## src/rtl/pid_pkg.sv

```systemverilog
// pid_pkg: shared definitions for the incremental-PID increment stage.
//   OUT_MAX / OUT_MIN : saturation limits of the 15-bit d_uk output
//   PID_DB            : deadband magnitude, used only when PID_DEADBAND_EN is defined
//   pid_state_e       : sequencing FSM states
//   pid_acc_w()       : accumulator width that cannot overflow for given error/gain widths
package pid_pkg;

  localparam int OUT_MAX = 16383;
  localparam int OUT_MIN = -16384;
  localparam int PID_DB  = 4;

  typedef enum logic [2:0] {
    IDLE,
    MUL_P,
    MUL_I,
    MUL_D,
    SAT
  } pid_state_e;

  function automatic int pid_acc_w(input int err_w, input int gain_w);
    return err_w + gain_w + 5;
  endfunction

endpackage

```

## src/rtl/pid_incr_mac.sv

```systemverilog
// pid_mac: registered signed x unsigned multiply-accumulate.
//   clk      in   system clock
//   rst      in   asynchronous active-high reset, clears acc
//   clr_acc  in   1: acc <= a*b (start new sum), 0: acc <= acc + a*b
//   a        in   signed operand, A_W bits
//   b        in   unsigned operand (zero-extended), B_W bits
//   acc      out  signed accumulator, ACC_W bits
// Driving a=0 with clr_acc=0 holds the accumulator.
module pid_mac #(
  parameter int A_W   = 14,
  parameter int B_W   = 8,
  parameter int ACC_W = 25
) (
  input  logic                    clk,
  input  logic                    rst,
  input  logic                    clr_acc,
  input  logic signed [A_W-1:0]   a,
  input  logic        [B_W-1:0]   b,
  output logic signed [ACC_W-1:0] acc
);

  localparam int P_W = A_W + B_W + 1;

  logic signed [P_W-1:0]   a_x;
  logic signed [P_W-1:0]   b_x;
  logic signed [P_W-1:0]   prod;
  logic signed [ACC_W-1:0] acc_d;

  always_comb begin
    a_x   = P_W'(a);
    b_x   = P_W'(b);
    prod  = a_x * b_x;
    acc_d = (clr_acc ? '0 : acc) + ACC_W'(prod);
  end

  always_ff @(posedge clk or posedge rst) begin
    if (rst) begin
      acc <= '0;
    end else begin
      acc <= acc_d;
    end
  end

endmodule

```

## src/rtl/pid_incr.sv

```systemverilog
// pid_incr: incremental-PID increment stage.
//   d_uk = Kp*(e0-e1) + Ki*e0 + Kd*(e0-2*e1+e2), scaled by 2^-FRAC (floor),
//   saturated to [OUT_MIN, OUT_MAX]. One shared MAC, sequenced
//   IDLE -> MUL_P -> MUL_I -> MUL_D -> SAT -> IDLE (one sample per 5 clocks).
// Ports:
//   clk, rst        clock, asynchronous active-high reset
//   pid_clr         sync clear of error history, aborts any calculation
//   kp, ki, kd      unsigned gains, sampled at accept
//   err, err_valid  signed error sample and its valid
//   err_ready       high in IDLE when pid_clr is low
//   d_uk            saturated increment, held between pulses
//   d_uk_valid      one-cycle pulse when d_uk updates
// Configuration: define PID_DEADBAND_EN to force |err| <= PID_DB to zero at accept.
module pid_incr
  import pid_pkg::*;
#(
  parameter int ERR_W  = 12,
  parameter int GAIN_W = 8,
  parameter int FRAC   = 4,
  parameter int OUT_W  = 15
) (
  input  logic                    clk,
  input  logic                    rst,
  input  logic                    pid_clr,
  input  logic        [GAIN_W-1:0] kp,
  input  logic        [GAIN_W-1:0] ki,
  input  logic        [GAIN_W-1:0] kd,
  input  logic signed [ERR_W-1:0] err,
  input  logic                    err_valid,
  output logic                    err_ready,
  output logic signed [OUT_W-1:0] d_uk,
  output logic                    d_uk_valid
);

  localparam int ACC_W = pid_acc_w(ERR_W, GAIN_W);
  localparam int A_W   = ERR_W + 2;
  localparam logic signed [ACC_W-1:0] SAT_HI = ACC_W'(OUT_MAX);
  localparam logic signed [ACC_W-1:0] SAT_LO = ACC_W'(OUT_MIN);

  pid_state_e               state_q;
  logic signed [ERR_W-1:0]  e0_q, e1_q, e2_q;
  logic signed [ERR_W-1:0]  e_in_d;
  // d1 needs ERR_W+1 bits; it is kept sign-extended to the MAC operand width.
  logic signed [A_W-1:0]    d1_q, d2_q, d1_d, d2_d;
  logic        [GAIN_W-1:0] kp_q, ki_q, kd_q;
  logic signed [A_W-1:0]    mac_a;
  logic        [GAIN_W-1:0] mac_b;
  logic                     mac_clr;
  logic signed [ACC_W-1:0]  acc;
  logic signed [ACC_W-1:0]  y_d;
  logic signed [OUT_W-1:0]  sat_d;
  logic signed [OUT_W-1:0]  d_uk_q;
  logic                     d_uk_valid_q;

`ifdef PID_DEADBAND_EN
  localparam logic signed [ERR_W-1:0] DB_S = ERR_W'(PID_DB);
`endif

  // Sample conditioning and difference terms for the accept cycle
  always_comb begin
`ifdef PID_DEADBAND_EN
    e_in_d = (err >= -DB_S && err <= DB_S) ? '0 : err;
`else
    e_in_d = err;
`endif
    d1_d = A_W'(e_in_d) - A_W'(e1_q);
    d2_d = A_W'(e_in_d) - (A_W'(e1_q) <<< 1) + A_W'(e2_q);
  end

  // Operand mux for the shared MAC; outside the multiply states a=0 holds acc
  always_comb begin
    mac_a   = '0;
    mac_b   = '0;
    mac_clr = 1'b0;
    case (state_q)
      MUL_P: begin
        mac_a   = d1_q;
        mac_b   = kp_q;
        mac_clr = 1'b1;
      end
      MUL_I: begin
        mac_a = A_W'(e0_q);
        mac_b = ki_q;
      end
      MUL_D: begin
        mac_a = d2_q;
        mac_b = kd_q;
      end
      default: ;
    endcase
  end

  pid_mac #(
    .A_W   (A_W),
    .B_W   (GAIN_W),
    .ACC_W (ACC_W)
  ) u_mac (
    .clk     (clk),
    .rst     (rst),
    .clr_acc (mac_clr),
    .a       (mac_a),
    .b       (mac_b),
    .acc     (acc)
  );

  // Arithmetic shift floors toward -inf, then clamp
  always_comb begin
    y_d = acc >>> FRAC;
    if (y_d > SAT_HI) begin
      sat_d = OUT_W'(OUT_MAX);
    end else if (y_d < SAT_LO) begin
      sat_d = OUT_W'(OUT_MIN);
    end else begin
      sat_d = y_d[OUT_W-1:0];
    end
  end

  always_ff @(posedge clk or posedge rst) begin
    if (rst) begin
      state_q      <= IDLE;
      e0_q         <= '0;
      e1_q         <= '0;
      e2_q         <= '0;
      d1_q         <= '0;
      d2_q         <= '0;
      kp_q         <= '0;
      ki_q         <= '0;
      kd_q         <= '0;
      d_uk_q       <= '0;
      d_uk_valid_q <= 1'b0;
    end else begin
      d_uk_valid_q <= 1'b0;
      if (pid_clr) begin
        state_q <= IDLE;
        e1_q    <= '0;
        e2_q    <= '0;
      end else begin
        case (state_q)
          IDLE: begin
            if (err_valid) begin
              e0_q    <= e_in_d;
              d1_q    <= d1_d;
              d2_q    <= d2_d;
              kp_q    <= kp;
              ki_q    <= ki;
              kd_q    <= kd;
              state_q <= MUL_P;
            end
          end
          MUL_P: state_q <= MUL_I;
          MUL_I: state_q <= MUL_D;
          MUL_D: state_q <= SAT;
          SAT: begin
            d_uk_q       <= sat_d;
            d_uk_valid_q <= 1'b1;
            e2_q         <= e1_q;
            e1_q         <= e0_q;
            state_q      <= IDLE;
          end
          default: state_q <= IDLE;
        endcase
      end
    end
  end

  assign err_ready  = (state_q == IDLE) & ~pid_clr;
  assign d_uk       = d_uk_q;
  assign d_uk_valid = d_uk_valid_q;

endmodule
```

## config.mk

```make
export PLATFORM = sky130hd
export DESIGN_NAME = pid_incr
export DESIGN_NICKNAME = d
export VERILOG_FILES = /design/src/rtl/pid_pkg.sv /design/src/rtl/pid_incr_mac.sv /design/src/rtl/pid_incr.sv
export SDC_FILE = /design/constraint.sdc
export NUM_CORES = 1
export LEC_CHECK = 0
export BUFFER_PORTS_ARGS = -buffer_cell sky130_fd_sc_hd__buf_2
export CAP_MARGIN = 20
export CORE_AREA = 8 8 142 144
export CTS_CLUSTER_SIZE = 12
export DETAILED_ROUTE_END_ITERATION = 16
export DIE_AREA = 0 0 150 152
export PLACE_DENSITY = 0.86
export SKIP_LAST_GASP = 1
export SYNTH_ARGS = -nofsm -noshare
export SYNTH_HDL_FRONTEND = slang
export SYNTH_SLANG_ARGS = --single-unit
```

## constraint.sdc

```tcl
create_clock -name clk -period 19.84 [get_ports clk]
set_input_delay 2.976 -clock clk [delete_from_list [all_inputs] [get_ports clk]]
set_output_delay 2.976 -clock clk [all_outputs]
set_load 0.01 [all_outputs]
```

After elaboration in Yosys (flattened, before gate mapping)
Index checks and enable logic that the tools add are counted.

Logic and storage cells: 45. Memories kept: 0. RAM bits: 0. Register bits after elaboration: 132. Bits in latches: 0. Memory bits (read-only): 0.

Eq/ne operators: 5. $mul: 1. Div/mod/pow operators: 0. Bitwise logic cells: 2. Reductions and logical operators: 4. Add/subtract/negate cells: 4. Shifts and indexed selects: 0. Magnitude comparators: 2. Multiplexer cells: 15.

Operators by type and width (count): two-way mux 12 bit (4); case mux 14 bit (3 select lines) (1); two-way mux 15 bit (2); adder 25 bit (1); two-way mux 25 bit (1); case mux 8 bit (3 select lines) (1); multiplier 14 x 9 -> 23 bit (1); > comparator 21 x 15 -> 1 bit, second input constant (1); less-than comparator 21 x 15 -> 1 bit, second input constant (1); adder 14 x 12 -> 14 bit (1); subtractor 12 x 13 -> 14 bit (1); subtractor 12 x 12 -> 13 bit (1); case mux 3 bit (4 select lines) (1); == test 3 x 2 -> 1 bit, second input constant (2); two-way mux 3 bit (2); == test 3 x 1 -> 1 bit, second input constant (1); == test 3 bit, second input constant (1); zero test 3 bit (1); two-way mux 1 bit (3); != test 3 bit, second input constant (1); AND reduction 3 bit (1); AND reduction 2 bit (1); nonzero test 2 bit (1); AND 1 bit (1); inverter 1 bit (1).

Longest topological paths before layout
Gate-level depths: netlist (run 1).

Word-level depth: 4. Depth in mapped cells: 36. Mapped depth without buffers: 33.

Modules after synthesis
A second synthesis (run 1) with hierarchy kept.

Cells, all modules: 1363. Area, all modules: 12081.6 um^2.

Modules (own cells, without submodules): pid_mac (area an instance 6069.6 um^2, sequential area each 625.6 um^2, cells each 698, times used 1); pid_incr (area an instance 6012.0 um^2, sequential area each 2652.5 um^2, cells each 665, times used 1).

Worst setup path after synthesis (run 1)
OpenSTA, ideal clock, no wires.

Kind: reg-to-reg. Start: register state_q[1]. End: register u_mac.acc[24]. Cell stages (with the launch flop): 34. Clock period less this slack: 7.533 ns. Path buffers: 3. Library setup time: 0.127 ns. Data arrival time: 7.406 ns. Slack: 12.307 ns. Path through: dfrtp_1 -> clkbuf_1 -> buf_2 -> buf_1 -> mux2_2 -> nand2_1 -> a21o_1 -> nor2_1 -> fa_1 -> inv_1 -> fa_1 -> inv_1 -> fa_1 -> inv_1 -> fa_1 -> inv_1 -> ha_1 -> or4_4 -> o21ai_0 -> o21bai_1 -> a21o_1 -> a21o_1 -> a21oi_1 -> xnor2_1 -> ha_1 -> a21o_1 -> a21o_1 -> nor3b_1 -> a31oi_1 -> a311o_1 -> nand2_1 -> mux2i_1 -> mux2i_1 -> xnor2_1.

Word-level cells in the longest chain between the ends: 4.

RTL lines: start, declared (RTL line pid_incr.sv:40) `pid_state_e state_q;`; start signal, assigned (RTL line pid_incr.sv:120) `state_q <= IDLE;`; start signal, assigned (RTL line pid_incr.sv:134) `state_q <= IDLE;`; start signal, assigned (RTL line pid_incr.sv:147) `state_q <= MUL_P;`; == test 3 x 2 -> 1 bit or == test 3 x 1 -> 1 bit (tied branches) (RTL line pid_incr.sv:75) `case (state_q)`; case mux 14 bit (3 select lines), or another cell as far along (RTL line pid_incr.sv:75); multiplier 14 x 9 -> 23 bit or two-way mux 25 bit (tied branches) (RTL line pid_incr_mac.sv:32, pid_incr_mac.sv:33); adder 25 bit (*) (RTL line pid_incr_mac.sv:33) `acc_d = (clr_acc ? '0 : acc) + ACC_W'(prod);`; net u_mac.acc_d[24] (RTL line pid_incr_mac.sv:27) `logic signed [ACC_W-1:0] acc_d;`; end signal, assigned (RTL line pid_incr_mac.sv:38) `acc <= '0;`; end signal, assigned (RTL line pid_incr_mac.sv:40) `acc <= acc_d;`; end, declared (RTL line pid_incr_mac.sv:19) `output logic signed [ACC_W-1:0] acc`.

Mark *: on every way through the listed nets, which the timed path passes. The rest lies on a longest branch. A chain may end at the register's enable or synchronous reset.

Worst setup path in the final report (run 1)
Start: register state_q[1]. End: register u_mac.acc[23].

Same word-level chain as after synthesis.

==> key figures, run 1 <==
Floorplan
  – Row count: 49
  – Ports: 57
  – Die area: 0.0228 mm^2
  – Die Span Y: 152 um
  – DIE WIDTH: 150 um
  – Starting density of the core: 67.0%
  – Core region area: 0.0178 mm^2

Worst setup path
  – CP arrival: 8.45 ns
  – Critical path peak fanout: 14
  – Crit end category: flip-flop
  – Largest stage delay, worst path: 0.74 ns
  – R2r setup slk: 11.72 ns
  – Slowest cell on crit path: nor2_1
  – Cells on worst reg2reg path: 29
  – Reg2reg start: state_q[1]
  – Crit Path Class: flip-flop to flip-flop
  – Worst Setup EP: u_mac.acc[23]
  – CP startpoint kind: flip-flop
  – Worst r2r dst: u_mac.acc[23]
  – Crit path from: state_q[1]
  – Worst path required time: 20.18 ns

Clock network
  – Resized cells post-CTS: 0
  – Clock Pin Slew Worst Setup and Hold Paths: 0.06 ns
  – Sinks on Clock Net: 131
  – TritonCTS clock tree: done
  – CTS Buf Count: 17
  – Clk_lat worst skew: 0.43 ns
  – Clk root buf: clkbuf_16
  – # hold bufs at CTS: 0
  – Deepest clock path buffer count: 2
  – Number of setup buffers added after CTS: 0
  – H-tree levels: 4

STA
  – Max Freq: 0.123 GHz
  – Slew @ Worst Pin: 1.04 ns
  – Post-layout minimum cycle time: 8.12 ns
  – Setup_tns: 0 ns
  – Setup ws final: 11.72 ns
  – Final Hold Vio Count: 0
  – Relative slew slack: 30.5%
  – Final period util: 40.9%
  – # setup viols final: 0
  – RSZ-0062 raised after global routing: false
  – Fin Clk Skew: 0.0131 ns
  – Slew Viols, Final: 0

Power
  – Leak: 6.71 nW
  – Final Power: 1.11 mW
  – Max VDD drop: 0.0671 mV
  – Pwr per Cell Area: 85.4 mW/mm^2

Logic synthesis
  – Synth Cell Area: 0.0119 mm^2
  – Compound-Gate Fraction of Synth Area: 13.2%
  – Post-Synth Adder-Cell Area: 27.5%
  – Synth top cells by count: inv_1 (221), nand2_1 (160), dfrtp_1 (131)
  – Largest family of logic cells by synthesized area: adder cells
  – Yosys warnings: 0
  – Top_reg_cell synth: dfrtp_1
  – Post-Syn Nets: 1583
  – Most instantiated library cell after synthesis: inv_1
  – Share of the synthesized area in the top cell type: 27.5%
  – Synth Area in XOR/XNOR: 4.27%
  – Cells after synthesis: 1344
  – Ranking of synthesized cells by area: dfrtp_1 (28%), fa_1 (17%), ha_1 (10%)
  – Synth unique cells: 54
  – Async set or reset register ratio after synthesis: 100%
  – Simple-Gate Fraction of Synth Area: 14.4%
  – Synthesized area per cell: 8.86 um^2
  – EDFF count, synth: 0
  – Mux cell area share after synthesis: 4.52%
  – Sequential area share after synthesis: 27.5%
  – FF+latch count, synth: 131
  – Post-synth top area cell: dfrtp_1

GRT
  – Number of global-route vias before repair: 9771
  – Largest net degree at the start of global routing: 103
  – Routing usage on met3: 4.25%
  – Grt ovf: 0
  – Met2 Track Usage GR: 41.7%
  – Initial antenna violation count: 1
  – Grt peak-use layer: met2
  – Met1 usage in global routing: 31.7%
  – First-pass GRT wire length: 46.3 mm
  – GRT Total Usage: 24.8%

Cells and area
  – Filler instances: 1300
  – Cell Count, Final, Fillers Out: 1621
  – Fraction of layout cells with a size suffix above 1: 11.4%
  – Reg area: 0.00328 mm^2
  – Layout Nets: 1618
  – Synth-to-Final Area Change: 8.87%
  – Footprint of the multi-input gates: 0.00762 mm^2
  – Post-layout util: 72.9%

Route
  – WL final: 27.0 mm
  – Initial DRT Pass Iterations: 6
  – Antenna viol nets, final: 0
  – Detailed-route via count: 9418
  – First DRT Iteration DRCs: 732
  – Vias/cell: 5.81
  – Remaining DRCs: 0
  – WL/cell: 16.7 um

Hold path
  – Min-delay worst type: flip-flop to flip-flop
  – Worst Min Path Start: d_uk[8]

Placement
  – Hpwl dp: 20.6 mm
  – DP Worst Slack: 11.81 ns
  – Post-Place Cells: 1588
  – Placer Congestion: 0.886
  – Port bufs: 56

Status
  – Run status: finished clean

Run
  – Maxcap violations: 0
## worst min-delay path by stage
stage | endpoint | slack, ns | cells past startpoint
after floorplan | d1_q[12] | 0.44 | 2
after global placement | d1_q[11] | 0.46 | 2
after detailed placement | d2_q[4] | 0.46 | 2
after CTS | d2_q[4] | 0.48 | 2
after global routing | d_uk[14] | 0.50 | 2
final | d_uk[8] | 0.48 | 2
## flip-flops by register name (all words and copies together) (netlist names)
register,flops
e2_q,12
ki_q,8
d_uk,15
kd_q,8
d1_q,13
u_mac.acc,25
state_q,3
kp_q,8
e0_q,12
d2_q,14
d_uk_valid,1
e1_q,12
## worst max-delay path, delay by kind of cell, from the launching register on
family / cells / cell delay (ns)
buffers and inverters: 3 / 0.15
adder cells (fa/ha/maj): 6 / 2.73
XOR/XNOR: 2 / 0.23
flip-flops: 1 / 0.64
AO/OA/AOI/OAI: 12 / 2.24
AND/OR/NAND/NOR: 6 / 2.02
## layout make-up
type	count	share of cell area, %
Inverter	222	6.47
Clock inverter	12	1.13
Timing Repair Buffer	65	2.68
Sequential cell	131	25.3
Antenna cell	1	0.0193
Multi-Input combinational cell	942	58.8
Clock buffer	19	3.42
Tap cell	229	2.21
## report_power, final
group,internal (mW),switching (mW)
logic,0.172,0.241
registers,0.333,0.0403
clock network,0.190,0.130
total,0.696,0.411
## routing by layer
layer  vias up  part of all wire [%]
li1       4407                     -
met1      4621                    42
met2       324                    50
met3        66                   5.1
met4         0                   2.8
met5         -                     0
## placed cells by master (no fill, tap or decap), types with 7 or more instances in the layout
cell       synthesis  final
a21o_1            33     33
a21oi_1           57     56
a22o_1            14     14
a22oi_1            8      8
and2_1             7      7
and3_1             8      8
buf_2              2     56
buf_4              0      9
clkbuf_16          0     17
dfrtp_1          131    131
fa_1             104    104
ha_1              95     95
inv_1            221    220
mux2_2            46     46
nand2_1          160    159
nand2b_1          12     12
nand3_1           11     11
nor2_1           110    110
nor2b_1           35     35
nor3_1            22     22
o21ai_0           83     83
o21bai_1           8      8
o31ai_1            8      8
or2_2             10     10
xnor2_1           39     39
xor2_1            19     19
## through the flow
stage          area, um^2  hold WS, ns
2_1_floorplan       11900        0.442
3_3_place_gp        12400        0.460
3_5_place_dp        12400        0.465
4_1_cts             13000        0.478
5_1_grt             13000        0.505
6_report            13000        0.480
## cells by family after synthesis
logic type	count (synthesis)
AND/OR/NAND/NOR	388
buffers and inverters	271
XOR/XNOR	58
flip-flops	131
multiplexers	48
adder cells (fa/ha/maj)	199
AO/OA/AOI/OAI	249
Power figures use the tool's default switching activity.
==> inputs of run 2 (changes only) <==
--- a/config.mk
+++ b/config.mk
@@ -7,11 +7,11 @@
 export LEC_CHECK = 0
 export BUFFER_PORTS_ARGS = -buffer_cell sky130_fd_sc_hd__buf_2
 export CAP_MARGIN = 20
-export CORE_AREA = 8 8 142 144
+export CORE_AREA = 8 8 154 156
 export CTS_CLUSTER_SIZE = 12
 export DETAILED_ROUTE_END_ITERATION = 16
-export DIE_AREA = 0 0 150 152
-export PLACE_DENSITY = 0.86
+export DIE_AREA = 0 0 162 164
+export PLACE_DENSITY = 0.77
 export SKIP_LAST_GASP = 1
 export SYNTH_ARGS = -nofsm -noshare
 export SYNTH_HDL_FRONTEND = slang
==> constraint.sdc (replaced) <==
create_clock -name clk -period 6.5 [get_ports clk]
set_input_delay 0.975 -clock clk [delete_from_list [all_inputs] [get_ports clk]]
set_output_delay 0.975 -clock clk [all_outputs]
set_load 0.01 [all_outputs]
==> run 2 against run 1 <==
Compared with the run above: the flow now finishes with violations (negative setup slack); hold slack got worse by 0.0067 ns; critical path depth rose by 3; sequential share of layout area fell by 3.3 points; register-to-register slack got worse by 12 ns; clock-buffer cell count fell by 1; sequential power rose to 3.1 times the previous value; flip-flop and latch count did not move; critical endpoint is now u_mac.acc[24]; largest cell class unchanged; via count rose by 7.7%; highest routed layer unchanged.
==> key figures, run 2 (synthesized netlist as in run 1, its figures left out) <==
Status
  – Run status: finished with violations (was finished clean)
  – Violated checks: negative setup slack

STA
  – Fin Clk Skew: 0.0105 ns (was 0.0131 ns)
  – Setup ws final: -0.578 ns (was 11.72 ns)
  – Post-layout minimum cycle time: 7.08 ns (was 8.12 ns)
  – Hold slack: 0.473 ns (was 0.480 ns)
  – Relative slew slack: 30.8% (was 30.5%)
  – Slew Viols, Final: 0 (unchanged)
  – Max Freq: 0.141 GHz (was 0.123 GHz)
  – Final period util: 109% (was 40.9%)
  – # setup viols final: 4 (was 0)
  – Slew @ Worst Pin: 1.04 ns (about the same)
  – RSZ-0062 raised after global routing: true (was false)
  – Final Hold Vio Count: 0 (unchanged)

Placement
  – Post-Place Cells: 1770 (was 1588)
  – Port bufs: 56 (unchanged)
  – Hpwl dp: 21.6 mm (was 20.6 mm)
  – Placer Congestion: 0.877 (was 0.886)

Clock network
  – Clk_lat worst skew: 0.44 ns (was 0.43 ns)
  – CTS Buf Count: 17 (unchanged)
  – TritonCTS clock tree: done (unchanged)
  – Clk root buf: clkbuf_16 (unchanged)
  – H-tree levels: 4 (unchanged)
  – Clock Pin Slew Worst Setup and Hold Paths: 0.07 ns (was 0.06 ns)
  – # hold bufs at CTS: 0 (unchanged)
  – Sinks on Clock Net: 131 (unchanged)
  – Deepest clock path buffer count: 2 (unchanged)

Power
  – Leak: 7.65 nW (was 6.71 nW)
  – Final Power: 3.82 mW (was 1.11 mW)
  – Pwr per Cell Area: 256 mW/mm^2 (was 85.4 mW/mm^2)
  – Max VDD drop: 0.164 mV (was 0.0671 mV)

Route
  – Post-route met1 wirelength: 12.7 mm (was 11.4 mm)
  – Met2 WL: 15.6 mm (was 13.5 mm)
  – First DRT Iteration DRCs: 539 (was 732)
  – Top Metal Used: met4 (unchanged)
  – Met3 WL: 1.38 mm (was 1.39 mm)
  – Vias/cell: 5.52 (was 5.81)
  – WL final: 30.8 mm (was 27.0 mm)
  – Remaining DRCs: 0 (unchanged)
  – Detailed-route via count: 10.1k (was 9418)
  – Antenna viol nets, final: 0 (unchanged)
  – Initial DRT Pass Iterations: 5 (was 6)
  – WL/cell: 16.8 um (was 16.7 um)

Cells and area
  – ANT cells: 0 (was 1)
  – Filler instances: 1581 (was 1300)
  – Biggest register: u_mac.acc (unchanged)
  – Layout Nets: 1784 (was 1618)
  – Synth-to-Final Area Change: 25.1% (was 8.87%)
  – Fraction of layout cells with a size suffix above 1: 28.0% (was 11.4%)
  – Cell Count, Final, Fillers Out: 1838 (was 1621)
  – Most frequent cells in the layout: inv_1 (212), buf_4 (159), nand2_1 (139) (was inv_1 (220), nand2_1 (159), dfrtp_1 (131))
  – Commonest non-fill, non-tap cell in the layout: inv_1 (unchanged)
  – Max reg flops: 25 (unchanged)

Hold path
  – Worst hold stages: 2 (unchanged)
  – Min-delay worst type: flip-flop to flip-flop (unchanged)

GRT
  – First-pass GRT wire length: 50.1 mm (was 46.3 mm)
  – Grt ovf: 0 (unchanged)
  – Initial antenna violation count: 0 (was 1)
  – Largest net degree at the start of global routing: 103 (unchanged)
  – GRT Total Usage: 23.2% (was 24.8%)
  – Number of global-route vias before repair: 10.4k (was 9771)

Floorplan
  – Die Span Y: 164 um (was 152 um)
  – Ports: 57 (unchanged)
  – Core region area: 0.0214 mm^2 (was 0.0178 mm^2)
  – Die area: 0.0266 mm^2 (was 0.0228 mm^2)
  – DIE WIDTH: 162 um (was 150 um)
  – Row count: 54 (was 49)
  – Starting density of the core: 55.8% (was 67.0%)

Worst setup path
  – CP startpoint kind: flip-flop (unchanged)
  – Worst path required time: 6.82 ns (was 20.18 ns)
  – Critical path peak fanout: 6 (was 14)
  – Crit Path Class: flip-flop to flip-flop (unchanged)
  – Crit end category: flip-flop (unchanged)
  – Slowest cell on crit path: fa_1 (was nor2_1)
  – CP arrival: 7.39 ns (was 8.45 ns)
  – Worst path most repeated cell: a21o_1
  – Cells on worst reg2reg path: 32 (was 29)
  – Largest stage delay, worst path: 0.55 ns (was 0.74 ns)
  – R2r setup slk: -0.58 ns (was 11.72 ns)

Run
  – Maxcap violations: 0 (unchanged)
==> run 2: cell types whose count changed in the layout (fill, tap and decap cells not counted), sizes merged <==
cell      before  now
clkinvlp       3    2
buf           65  231
clkbuf        19   18
inv          227  230
diode          1    0
==> run 2: final timing paths <==
| check | start | to |
|---|---|---|
| hold reg to reg | d_uk[7] | d_uk[7] |
| setup reg to reg | state_q[1] | u_mac.acc[24] |
| max in group asynchronous | rst | state_q[2] |
| min in group asynchronous | rst | d_uk_valid |
| setup / recovery | state_q[1] | u_mac.acc[24] |
| hold / removal | d_uk[7] | d_uk[7] |
==> run 2: cell type report <==
type / instances / area [um^2] / share of cell area [%]
multi-input combinational: 942 / 8130 / 54.6
sequential: 131 / 3280 / 22.0
tap: 280 / 350 / 2.35
clock inverter: 14 / 166 / 1.12
timing repair buffer: 231 / 1690 / 11.4
clock buffer: 18 / 429 / 2.88
inverter: 222 / 838 / 5.63
==> run 2: power breakdown <==
part	total [mW]	switching, mW	leakage [nW]	internal [mW]
Sequential	1.14	0.124	1.67	1.02
Clock	1.02	0.438	0.288	0.579
Combinational	1.66	0.869	5.69	0.793
Total	3.82	1.43	7.65	2.39
==> run 2: stage by stage <==
stage	area (um^2)	util (%)	setup TNS (ns)	setup WS, ns
final	14900	69.7	-1.85	-0.578
after detailed placement	13700	64.0	-1.55	-0.482
after CTS	14600	68.4	-1.30	-0.451
after global placement	13700	64.0	-0.901	-0.299
after floorplan	12200	-	-0.343	-0.176
after global routing	14900	69.7	-3.90	-0.854
==> run 2: worst max-delay path: cells and delay by family, from the launching register on <==
family / cells / cell delay (ns)
xor gates and xnor gates: 2 / 0.22
muxes: 3 / 0.61
and+or+nand+nor: 5 / 0.96
AOI/OAI and AO/OA: 10 / 1.86
adders and majority gates: 6 / 2.34
buffers and inverters: 6 / 0.49
DFF: 1 / 0.48
==> run 2: routing by layer <==
metal  vias to the layer above  track usage, %
met2                       268            40.4
li1                       4732               -
met3                        79            3.28
met1                      5060            29.1
met4                         0            8.46
met5                         -               0
==> run 2: repair_timing <==
item                                    4_1_cts  5_1_grt
endpoints found under the setup margin        6       11
pin swaps                                    31       51
gates resized for setup                      31       62
gates cloned                                  2        1
buffers inserted                             20       14
